### src/rtl/bt_rx_if.sv
// -----------------------------------------------------------------------------
// bt_rx_if -- signal bundle between the Bluetooth serial line / game-control
// logic and the bt_rx UART receiver.
//
//   rxd         serial line, idle high, LSB first (line side -> receiver)
//   data        last received data field, good or bad frame
//   valid       one-cycle pulse: clean frame present in data
//   parity_err  one-cycle pulse: parity mismatch
//   frame_err   one-cycle pulse: a stop bit sampled 0
//   busy        receiver is inside a frame
//   choice/dir  high/low nibble of the last clean frame
//
// Modports: master = line driver / consumer side, slave = the receiver.
// DATA_BITS must match the DATA_BITS of the bt_rx instance bound to it.
// -----------------------------------------------------------------------------
`timescale 1ns/1ps

interface bt_rx_if #(
   parameter int DATA_BITS = 8
);
   logic                 rxd;
   logic [DATA_BITS-1:0] data;
   logic                 valid;
   logic                 parity_err;
   logic                 frame_err;
   logic                 busy;
   logic [3:0]           choice;
   logic [3:0]           dir;

   modport master (
      output rxd,
      input  data, valid, parity_err, frame_err, busy, choice, dir
   );

   modport slave (
      input  rxd,
      output data, valid, parity_err, frame_err, busy, choice, dir
   );
endinterface

### src/rtl/bt_rx.sv
// -----------------------------------------------------------------------------
// bt_rx -- parametrised UART receiver for the Bluetooth control link.
//
// Ports:
//   clk   system clock, all logic on the rising edge
//   rst   asynchronous, active-low reset (discards any frame in flight)
//   bus   bt_rx_if.slave: rxd in; data/valid/parity_err/frame_err/busy/
//         choice/dir out (see bt_rx_if.sv)
//
// Parameters: CLK_HZ, BAUD (DIV = rounded CLK_HZ/BAUD), DATA_BITS (5..8),
// PARITY (0 none, 1 odd, 2 even), STOP_BITS (1 or 2).
//
// Optional feature macro: BT_RX_MAJORITY_EN. When defined, each sample point
// takes the 2-of-3 majority of the synchronised line over the sample cycle
// and the two cycles before it; otherwise a single sample is used.
// -----------------------------------------------------------------------------
`timescale 1ns/1ps

module bt_rx #(
   parameter int CLK_HZ    = 100_000_000,
   parameter int BAUD      = 9600,
   parameter int DATA_BITS = 8,
   parameter int PARITY    = 0,
   parameter int STOP_BITS = 1
) (
   input logic    clk,
   input logic    rst,
   bt_rx_if.slave bus
);
   localparam int DIV   = (CLK_HZ + BAUD / 2) / BAUD;
   localparam int HALF  = DIV / 2;
   localparam int CNT_W = $clog2(DIV);

   localparam logic [CNT_W-1:0] CNT_LAST  = CNT_W'(DIV - 1);
   localparam logic [CNT_W-1:0] CNT_MID   = CNT_W'(HALF - 1);
   localparam logic [2:0]       DATA_LAST = 3'(DATA_BITS - 1);
   localparam logic [2:0]       STOP_LAST = 3'(STOP_BITS - 1);

   typedef enum logic [2:0] {IDLE, START, DATA, PAR, STOP} state_t;

   state_t               state;
   logic [CNT_W-1:0]     baud_cnt;
   logic [2:0]           bit_cnt;
   logic [DATA_BITS-1:0] shreg;
   logic                 perr_f, ferr_f;
   logic                 done;
   logic                 rxd_m, rxd_s, rxd_d;
   logic                 samp;
   logic                 par_exp;
   logic [7:0]           ext;

   logic [DATA_BITS-1:0] data_r;
   logic                 valid_r, perr_r, ferr_r, busy_r;
   logic [3:0]           choice_r, dir_r;

   // Synchroniser plus previous-value flop; all reset high so releasing reset
   // on an idle line never looks like a start edge.
   always_ff @(posedge clk or negedge rst) begin
      if (!rst) begin
         rxd_m <= 1'b1;
         rxd_s <= 1'b1;
         rxd_d <= 1'b1;
      end else begin
         rxd_m <= bus.rxd;
         rxd_s <= rxd_m;
         rxd_d <= rxd_s;
      end
   end

`ifdef BT_RX_MAJORITY_EN
   // hist holds rxd_s from the two cycles before the current one; together
   // with the live rxd_s this forms the three-sample voting window.
   logic [1:0] hist;

   always_ff @(posedge clk or negedge rst) begin
      if (!rst) hist <= 2'b11;
      else      hist <= {hist[0], rxd_s};
   end

   assign samp = (hist[1] & hist[0]) | (hist[1] & rxd_s) | (hist[0] & rxd_s);
`else
   assign samp = rxd_s;
`endif

   // Even parity: parity bit equals XOR of data; odd parity: its inverse.
   assign par_exp = (PARITY == 1) ? ~(^shreg) : ^shreg;

   always_comb begin
      ext = '0;
      ext[DATA_BITS-1:0] = shreg;
   end

   always_ff @(posedge clk or negedge rst) begin
      if (!rst) begin
         state    <= IDLE;
         baud_cnt <= '0;
         bit_cnt  <= '0;
         shreg    <= '0;
         perr_f   <= 1'b0;
         ferr_f   <= 1'b0;
         done     <= 1'b0;
         data_r   <= '0;
         valid_r  <= 1'b0;
         perr_r   <= 1'b0;
         ferr_r   <= 1'b0;
         busy_r   <= 1'b0;
         choice_r <= '0;
         dir_r    <= '0;
      end else begin
         valid_r <= 1'b0;
         perr_r  <= 1'b0;
         ferr_r  <= 1'b0;
         done    <= 1'b0;

         // Result stage, one edge after the final stop sample. A new START
         // entry on this same edge clears the flags only after they are read.
         if (done) begin
            data_r <= shreg;
            ferr_r <= ferr_f;
            perr_r <= perr_f;
            if (!ferr_f && !perr_f) begin
               valid_r  <= 1'b1;
               choice_r <= ext[7:4];
               dir_r    <= ext[3:0];
            end
         end

         case (state)
            IDLE: begin
               if (rxd_d && !rxd_s) begin
                  state    <= START;
                  busy_r   <= 1'b1;
                  baud_cnt <= '0;
                  perr_f   <= 1'b0;
                  ferr_f   <= 1'b0;
               end
            end
            START: begin
               if (baud_cnt == CNT_MID) begin
                  baud_cnt <= '0;
                  if (samp) begin
                     // Line back high at mid start bit: a glitch, not a frame.
                     state  <= IDLE;
                     busy_r <= 1'b0;
                  end else begin
                     state   <= DATA;
                     bit_cnt <= '0;
                  end
               end else begin
                  baud_cnt <= baud_cnt + 1'b1;
               end
            end
            DATA: begin
               if (baud_cnt == CNT_LAST) begin
                  baud_cnt <= '0;
                  shreg    <= {samp, shreg[DATA_BITS-1:1]};
                  if (bit_cnt == DATA_LAST) begin
                     bit_cnt <= '0;
                     state   <= (PARITY != 0) ? PAR : STOP;
                  end else begin
                     bit_cnt <= bit_cnt + 1'b1;
                  end
               end else begin
                  baud_cnt <= baud_cnt + 1'b1;
               end
            end
            PAR: begin
               if (baud_cnt == CNT_LAST) begin
                  baud_cnt <= '0;
                  perr_f   <= (samp != par_exp);
                  state    <= STOP;
               end else begin
                  baud_cnt <= baud_cnt + 1'b1;
               end
            end
            STOP: begin
               if (baud_cnt == CNT_LAST) begin
                  baud_cnt <= '0;
                  if (!samp) ferr_f <= 1'b1;
                  if (bit_cnt == STOP_LAST) begin
                     // Leave at mid stop bit so an immediately following
                     // start edge is still caught.
                     bit_cnt <= '0;
                     state   <= IDLE;
                     busy_r  <= 1'b0;
                     done    <= 1'b1;
                  end else begin
                     bit_cnt <= bit_cnt + 1'b1;
                  end
               end else begin
                  baud_cnt <= baud_cnt + 1'b1;
               end
            end
            default: begin
               state  <= IDLE;
               busy_r <= 1'b0;
            end
         endcase
      end
   end

   assign bus.data       = data_r;
   assign bus.valid      = valid_r;
   assign bus.parity_err = perr_r;
   assign bus.frame_err  = ferr_r;
   assign bus.busy       = busy_r;
   assign bus.choice     = choice_r;
   assign bus.dir        = dir_r;

endmodule
### src/flat_wrapper.sv
// flat-port wrapper written by rule: the top's interface ports become plain ports
module bt_rx_flat 
#(
   parameter int CLK_HZ    = 100_000_000,
   parameter int BAUD      = 9600,
   parameter int DATA_BITS = 8,
   parameter int PARITY    = 0,
   parameter int STOP_BITS = 1
)
  (clk, rst, bus_rxd, bus_data, bus_valid, bus_parity_err, bus_frame_err, bus_busy, bus_choice, bus_dir);
  bt_rx_if #(.DATA_BITS(DATA_BITS)) bus_i ();
  input logic clk;
  input logic rst;
  input wire logic [$bits(bus_i.rxd)-1:0] bus_rxd;
  output wire logic [$bits(bus_i.data)-1:0] bus_data;
  output wire logic [$bits(bus_i.valid)-1:0] bus_valid;
  output wire logic [$bits(bus_i.parity_err)-1:0] bus_parity_err;
  output wire logic [$bits(bus_i.frame_err)-1:0] bus_frame_err;
  output wire logic [$bits(bus_i.busy)-1:0] bus_busy;
  output wire logic [$bits(bus_i.choice)-1:0] bus_choice;
  output wire logic [$bits(bus_i.dir)-1:0] bus_dir;
  assign bus_i.rxd = bus_rxd;
  assign bus_data = bus_i.data;
  assign bus_valid = bus_i.valid;
  assign bus_parity_err = bus_i.parity_err;
  assign bus_frame_err = bus_i.frame_err;
  assign bus_busy = bus_i.busy;
  assign bus_choice = bus_i.choice;
  assign bus_dir = bus_i.dir;
  bt_rx #(.CLK_HZ(CLK_HZ), .BAUD(BAUD), .DATA_BITS(DATA_BITS), .PARITY(PARITY), .STOP_BITS(STOP_BITS)) u_core (.clk(clk), .rst(rst), .bus(bus_i));
endmodule
### config.mk
export PLATFORM = sky130hd
export DESIGN_NAME = bt_rx_flat
export DESIGN_NICKNAME = d
export VERILOG_FILES = /design/src/rtl/bt_rx_if.sv /design/src/rtl/bt_rx.sv /design/src/flat_wrapper.sv
export SDC_FILE = /design/constraint.sdc
export NUM_CORES = 1
export LEC_CHECK = 0
export ABC_AREA = 1
export CAP_MARGIN = 20
export CORE_MARGIN = 4
export CORE_UTILIZATION = 44
export CTS_CLUSTER_DIAMETER = 200
export DETAILED_ROUTE_END_ITERATION = 10
export GPL_TIMING_DRIVEN = 1
export SLEW_MARGIN = 20
export SYNTH_ARGS = -nofsm -noshare
export SYNTH_HDL_FRONTEND = slang
export SYNTH_SLANG_ARGS = --single-unit
export TNS_END_PERCENT = 20
### constraint.sdc
create_clock -name clk -period 3.9 [get_ports clk]
set_clock_uncertainty 0.1 [all_clocks]
set_input_delay 0.39 -clock clk [delete_from_list [all_inputs] [get_ports clk]]
set_output_delay 0.39 -clock clk [all_outputs]
set_load 0.1 [all_outputs]
# Word level (Yosys, flattened, before mapping)
# Index checks and enable logic that the tools add are counted.
op_classes:
  add_sub_neg: 2
  n_eq_ne: 18
  muxes: 39
  n_bitwise: 1
  n_reduce_logical: 22
op_table:
  columns: ["operator", "count"]
  rows:
  - ["$mux 14", 3]
  - ["$pmux 14 s3", 1]
  - ["$mux 3", 13]
  - ["$mux 1", 16]
  - ["$ne 2x1->1 const B", 8]
  - ["$pmux 3 s5", 1]
  - ["$add 14x1->14 const B", 1]
  - ["$eq 14x13->1 const B", 1]
  - ["$eq 14x14->1 const B", 1]
  - ["$pmux 3 s3", 1]
  - ["$reduce_xor 8->1", 1]
  - ["$reduce_and 7->1", 1]
  - ["$eq 3x2->1 const B", 2]
  - ["$eq 3x3->1 const B", 2]
  - ["$logic_not 3->1", 2]
  - ["$reduce_and 2->1", 3]
  - ["$reduce_and 6->1", 1]
  - ["$reduce_bool 3->1", 2]
  - ["$reduce_and 5->1", 1]
  - ["$ne 2x2->1 const B", 2]
  - ["$pmux 1 s2", 2]
  - ["$pmux 1 s4", 1]
  - ["$reduce_and 4->1", 1]
  - ["$reduce_bool 2->1", 2]
  - ["10 further kinds", 13]
word_totals:
  regBits: 54
  input_bits: 3
  out_inout_bits: 20

# Depth between registers and ports, before layout
logic_depth:
  word_depth: 4
  ltp_mapped: 11

# Worst setup path after synthesis
# OpenSTA, ideal clock, no wires.
synth_path:
  path_kind: "reg2reg"
  startpoint: "register u_core.baud_cnt[0]"
  endpoint: "register u_core.shreg[1], in the netlist u_core.ext[1]"
  t_arrival_ns: 1.376
  path_slack_ns: 2.304
  path_stages_with_launch: 11
  synth_period_minus_slack_ns: 1.596
  path_cell_list: "dfrtp_1 > inv_1 > ha_1 > nand3_1 > inv_1 > nand2_1 > nor2_2 > nand4_2 > buf_4 > nand2_1 > o21ai_2"
synth_via:
  elab_chain_len: 2
synth_rtl:
  columns: ["item", "line_no", "rtl"]
  rows:
  - ["start, declared", "bt_rx.sv:42", "logic [CNT_W-1:0] baud_cnt;"]
  - ["start signal, assigned", "bt_rx.sv:150", "baud_cnt <= baud_cnt + 1'b1;"]
  - ["start signal, assigned", "bt_rx.sv:164", "baud_cnt <= baud_cnt + 1'b1;"]
  - ["start signal, assigned", "bt_rx.sv:173", "baud_cnt <= baud_cnt + 1'b1;"]
  - ["$eq 14x14->1", "bt_rx.sv:154", "if (baud_cnt == CNT_LAST) begin"]
  - ["$reduce_and 2->1 (no source line)", null, null]
  - ["end signal, assigned", "bt_rx.sv:156", "shreg <= {samp, shreg[DATA_BITS-1:1]};"]
  - ["end, declared", "bt_rx.sv:44", "logic [DATA_BITS-1:0] shreg;"]
# No other way between the ends.
# A chain may end at the register's enable or synchronous reset.

# Final worst setup path
layout_path:
  startpoint: "register u_core.choice_r[3], in the netlist u_core.bus.choice[3]"
  endpoint: "output bus_choice[3]"
layout_rtl:
  columns: ["item", "line_no", "rtl"]
  rows:
  - ["start, declared", "bt_rx.sv:54", "logic [3:0] choice_r, dir_r;"]
  - ["start signal, assigned", "bt_rx.sv:123", "choice_r <= ext[7:4];"]
  - ["end, declared", "flat_wrapper.sv:20", "output wire logic [$bits(bus_i.choice)-1:0] bus_choice;"]
# No word-level cell between the ends.

==> impl_metrics.sql <==
INSERT INTO impl_metrics (metric_group, metric, value, unit) VALUES
('sta', 'finalHoldWorstSlack', '113', 'ps'),
('grt', 'grt_pass1_vias', '2137', ''),
('synthesis', 'postSynthRegisterBits', '54', ''),
('cts', 'post_cts_resized', '0', ''),
('sta', 'fin_tns_setup', '0', 'ps'),
('cts', 'numClockSinks', '54', ''),
('detailed_routing', 'avgViaCountPerCell', '4.93', ''),
('cts', 'cts_hold_buf', '0', ''),
('sta', 'hold_fails_final_rpt', '0', ''),
('synthesis', 'asyncSetResetFlopFracSynth', '100', '%'),
('cts', 'clock_tree.buffer_depth', '2', ''),
('cts', 'path_clk_slew', '100', 'ps'),
('critical_path', 'setup.worst_path.class', 'flip-flop to output port', ''),
('critical_path', 'cp-end-kind', 'output port', ''),
('grt', 'antenna_found_initial', '0', ''),
('power_and_ir_drop', 'fin_total_pwr', '1.51', 'mW'),
('grt', 'track_usage', '16.7', '%'),
('sta', 'clock.fmax', '431', 'MHz'),
('critical_path', 'worst_ep_required_time', '3410', 'ps'),
('detailed_routing', 'routed_wl', '5740', 'µm'),
('sta', 'worst_slew_margin_rel', '34.0', '%'),
('die', 'ios', '23', ''),
('die', 'starting_density_of_the_core', '46.6', '%'),
('detailed_routing', 'drc_viols', '0', ''),
('critical_path', 'worst-path-buf-inv', '1', ''),
('grt', 'total_congestion_overflow_after_global_routing', '0', ''),
('critical_path', 'crit_path_max_delay_cell_type', 'sky130_fd_sc_hd__clkdlybuf4s50_1', ''),
('synthesis', 'ys_seq_area_share', '48.0', '%'),
('sta', 'finalSetupViolations', '0', ''),
('placement', 'dp.final_hpwl', '4280', 'µm'),
('die', 'design.core.area', '0.00606', 'mm²'),
('detailed_routing', 'routed_wire_length_per_instance', '12.8', 'µm'),
('critical_path', 'cp-start-kind', 'flip-flop', ''),
('synthesis', 'yosysWarningCount', '0', ''),
('die', 'rows', '28', ''),
('synthesis', 'synth_top_area_share', '45.2', '%'),
('detailed_routing', 'detail_route.iter0.violations', '134', ''),
('sta', 'report.final.slew_viol_count', '0', ''),
('detailed_routing', 'drt_pass1_iterations', '4', ''),
('cts', 'cts_tree', 'built', ''),
('critical_path', 'largest_incremental_delay_on_the_critical_path', '1150', 'ps'),
('cts', 'clock_latency_late_sink', '310', 'ps'),
('sta', 'rsz_0062_raised_after_global_routing', 'false', ''),
('run', 'max_cap_violations', '0', ''),
('sta', 'finalCritPeriodShare', '59.5', '%'),
('synthesis', 'syn_area_per_cell', '8.04', 'µm²'),
('cts', 'cts-root-buf', 'sky130_fd_sc_hd__clkbuf_8', ''),
('finish', 'nets', '382', ''),
('power_and_ir_drop', 'power_density', '475', 'mW/mm²'),
('grt', 'grt_pass1_wl', '10200', 'µm'),
('outcome', 'status', 'completed', ''),
('synthesis', 'synth_enable_flop_cells', '0', ''),
('finish', 'syn2layout_area_growth', '12.9', '%'),
('finish', 'drive_gt1_share', '10.9', '%'),
('finish', 'antenna_cells_inserted', '0', ''),
('critical_path', 'critical_path.max_fanout', '2', ''),
('synthesis', 'yosys.cell_types.count', '35', ''),
('placement', 'gp_congestion', '0.820', ''),
('hold_path', 'hold_class', 'input port to asynchronous set/reset pin', ''),
('synthesis', 'synthesis.instances', '351', ''),
('finish', 'finalCoreUtilization', '52.5', '%'),
('die', 'floorplan.die_area', '0.00776', 'mm²'),
('synthesis', 'postSynth.topFlopCell', 'sky130_fd_sc_hd__dfrtp_1', ''),
('die', 'chipWidth', '88.1', 'µm'),
('critical_path', 'critical-path-top-delay-family', 'buffers and inverters', ''),
('detailed_routing', 'final_antenna_net_count', '0', ''),
('critical_path', 'crit_arrival', '1830', 'ps'),
('placement', 'placement.io_buffers', '22', ''),
('synthesis', 'synth_most_common_cell', 'sky130_fd_sc_hd__nand2_1', ''),
('sta', 'layout_min_cycle_time', '2320', 'ps'),
('cts', 'h-tree-depth', '2', '');
==> final timing paths <==
check	slack, ps	depth (start not counted)	end	from
setup reg to reg	1990	9	u_core.ext[1]	u_core.baud_cnt[0]
min in group clk	260	0	u_core.rxd_s	u_core.rxd_m
max in group asynchronous	2850	2	u_core.ext[3]	rst
hold reg to reg	260	0	u_core.rxd_s	u_core.rxd_m
hold / removal	110	1	u_core.ext[0]	rst
setup / recovery	1580	1	bus_choice[3]	u_core.bus.choice[3]
==> per-stage QoR <==
stage | worst slack (ps) | cell area (µm²)
5_1_grt | 1530 | 3180
3_3_place_gp | 1940 | 3100
3_5_place_dp | 1920 | 3100
2_1_floorplan | 2300 | 2820
6_report | 1580 | 3180
4_1_cts | 1560 | 3180
==> metal layers <==
metal	part of all wire (%)	wire length (µm)	GRT usage [%]	vias to the layer above
li1	-	-	-	1153
met1	51	2920	24.5	1036
met2	45	2610	25.5	29
met3	3.2	186	3.10	2
met4	0.50	29	4.12	0
met5	0	0	0	-
==> area by class of cell <==
class	count	area (µm²)	area share, %
inverter	46	175	5.50
timing repair buffer	23	223	6.99
clock inverter	2	15.0	0.472
clock buffer	6	72.6	2.28
multi-input combinational	244	1250	39.3
sequential	54	1360	42.6
tap	75	93.8	2.95
==> state kept, by name, summed over array words and instances (netlist names), 3 cells and up <==
register           flops
u_core.bus.dir         4
u_core.bus.data        8
u_core.ext             8
u_core.bit_cnt         3
u_core.state           3
u_core.baud_cnt       14
u_core.bus.choice      4
==> layout by cell type, fill, tap and decap left out, drive strengths merged, types with 6 or more instances in the layout <==
master          n
a21oi           9
clkbuf          6
clkdlybuf4s50  21
dfrtp          51
inv            46
nand2          99
nand3          30
nor2           46
o21ai          26
==> cells by family (layout without fill, tap and decap cells) <==
kind of cell,after synthesis,in the layout,synth area share [%]
AOI/OAI and AO/OA,43,43,9.80
xor gates and xnor gates,8,8,2.48
adders and majority gates,5,5,2.22
buffers and inverters,53,77,7.67
DFF,54,54,48.0
and+or+nand+nor,188,188,29.8
==> power breakdown <==
part	total (mW)	internal (mW)	switching, mW
Combinational	0.551	0.149	0.402
Clock	0.316	0.127	0.189
Sequential	0.646	0.604	0.0418
No activity file was read; power rests on OpenSTA's default activity.
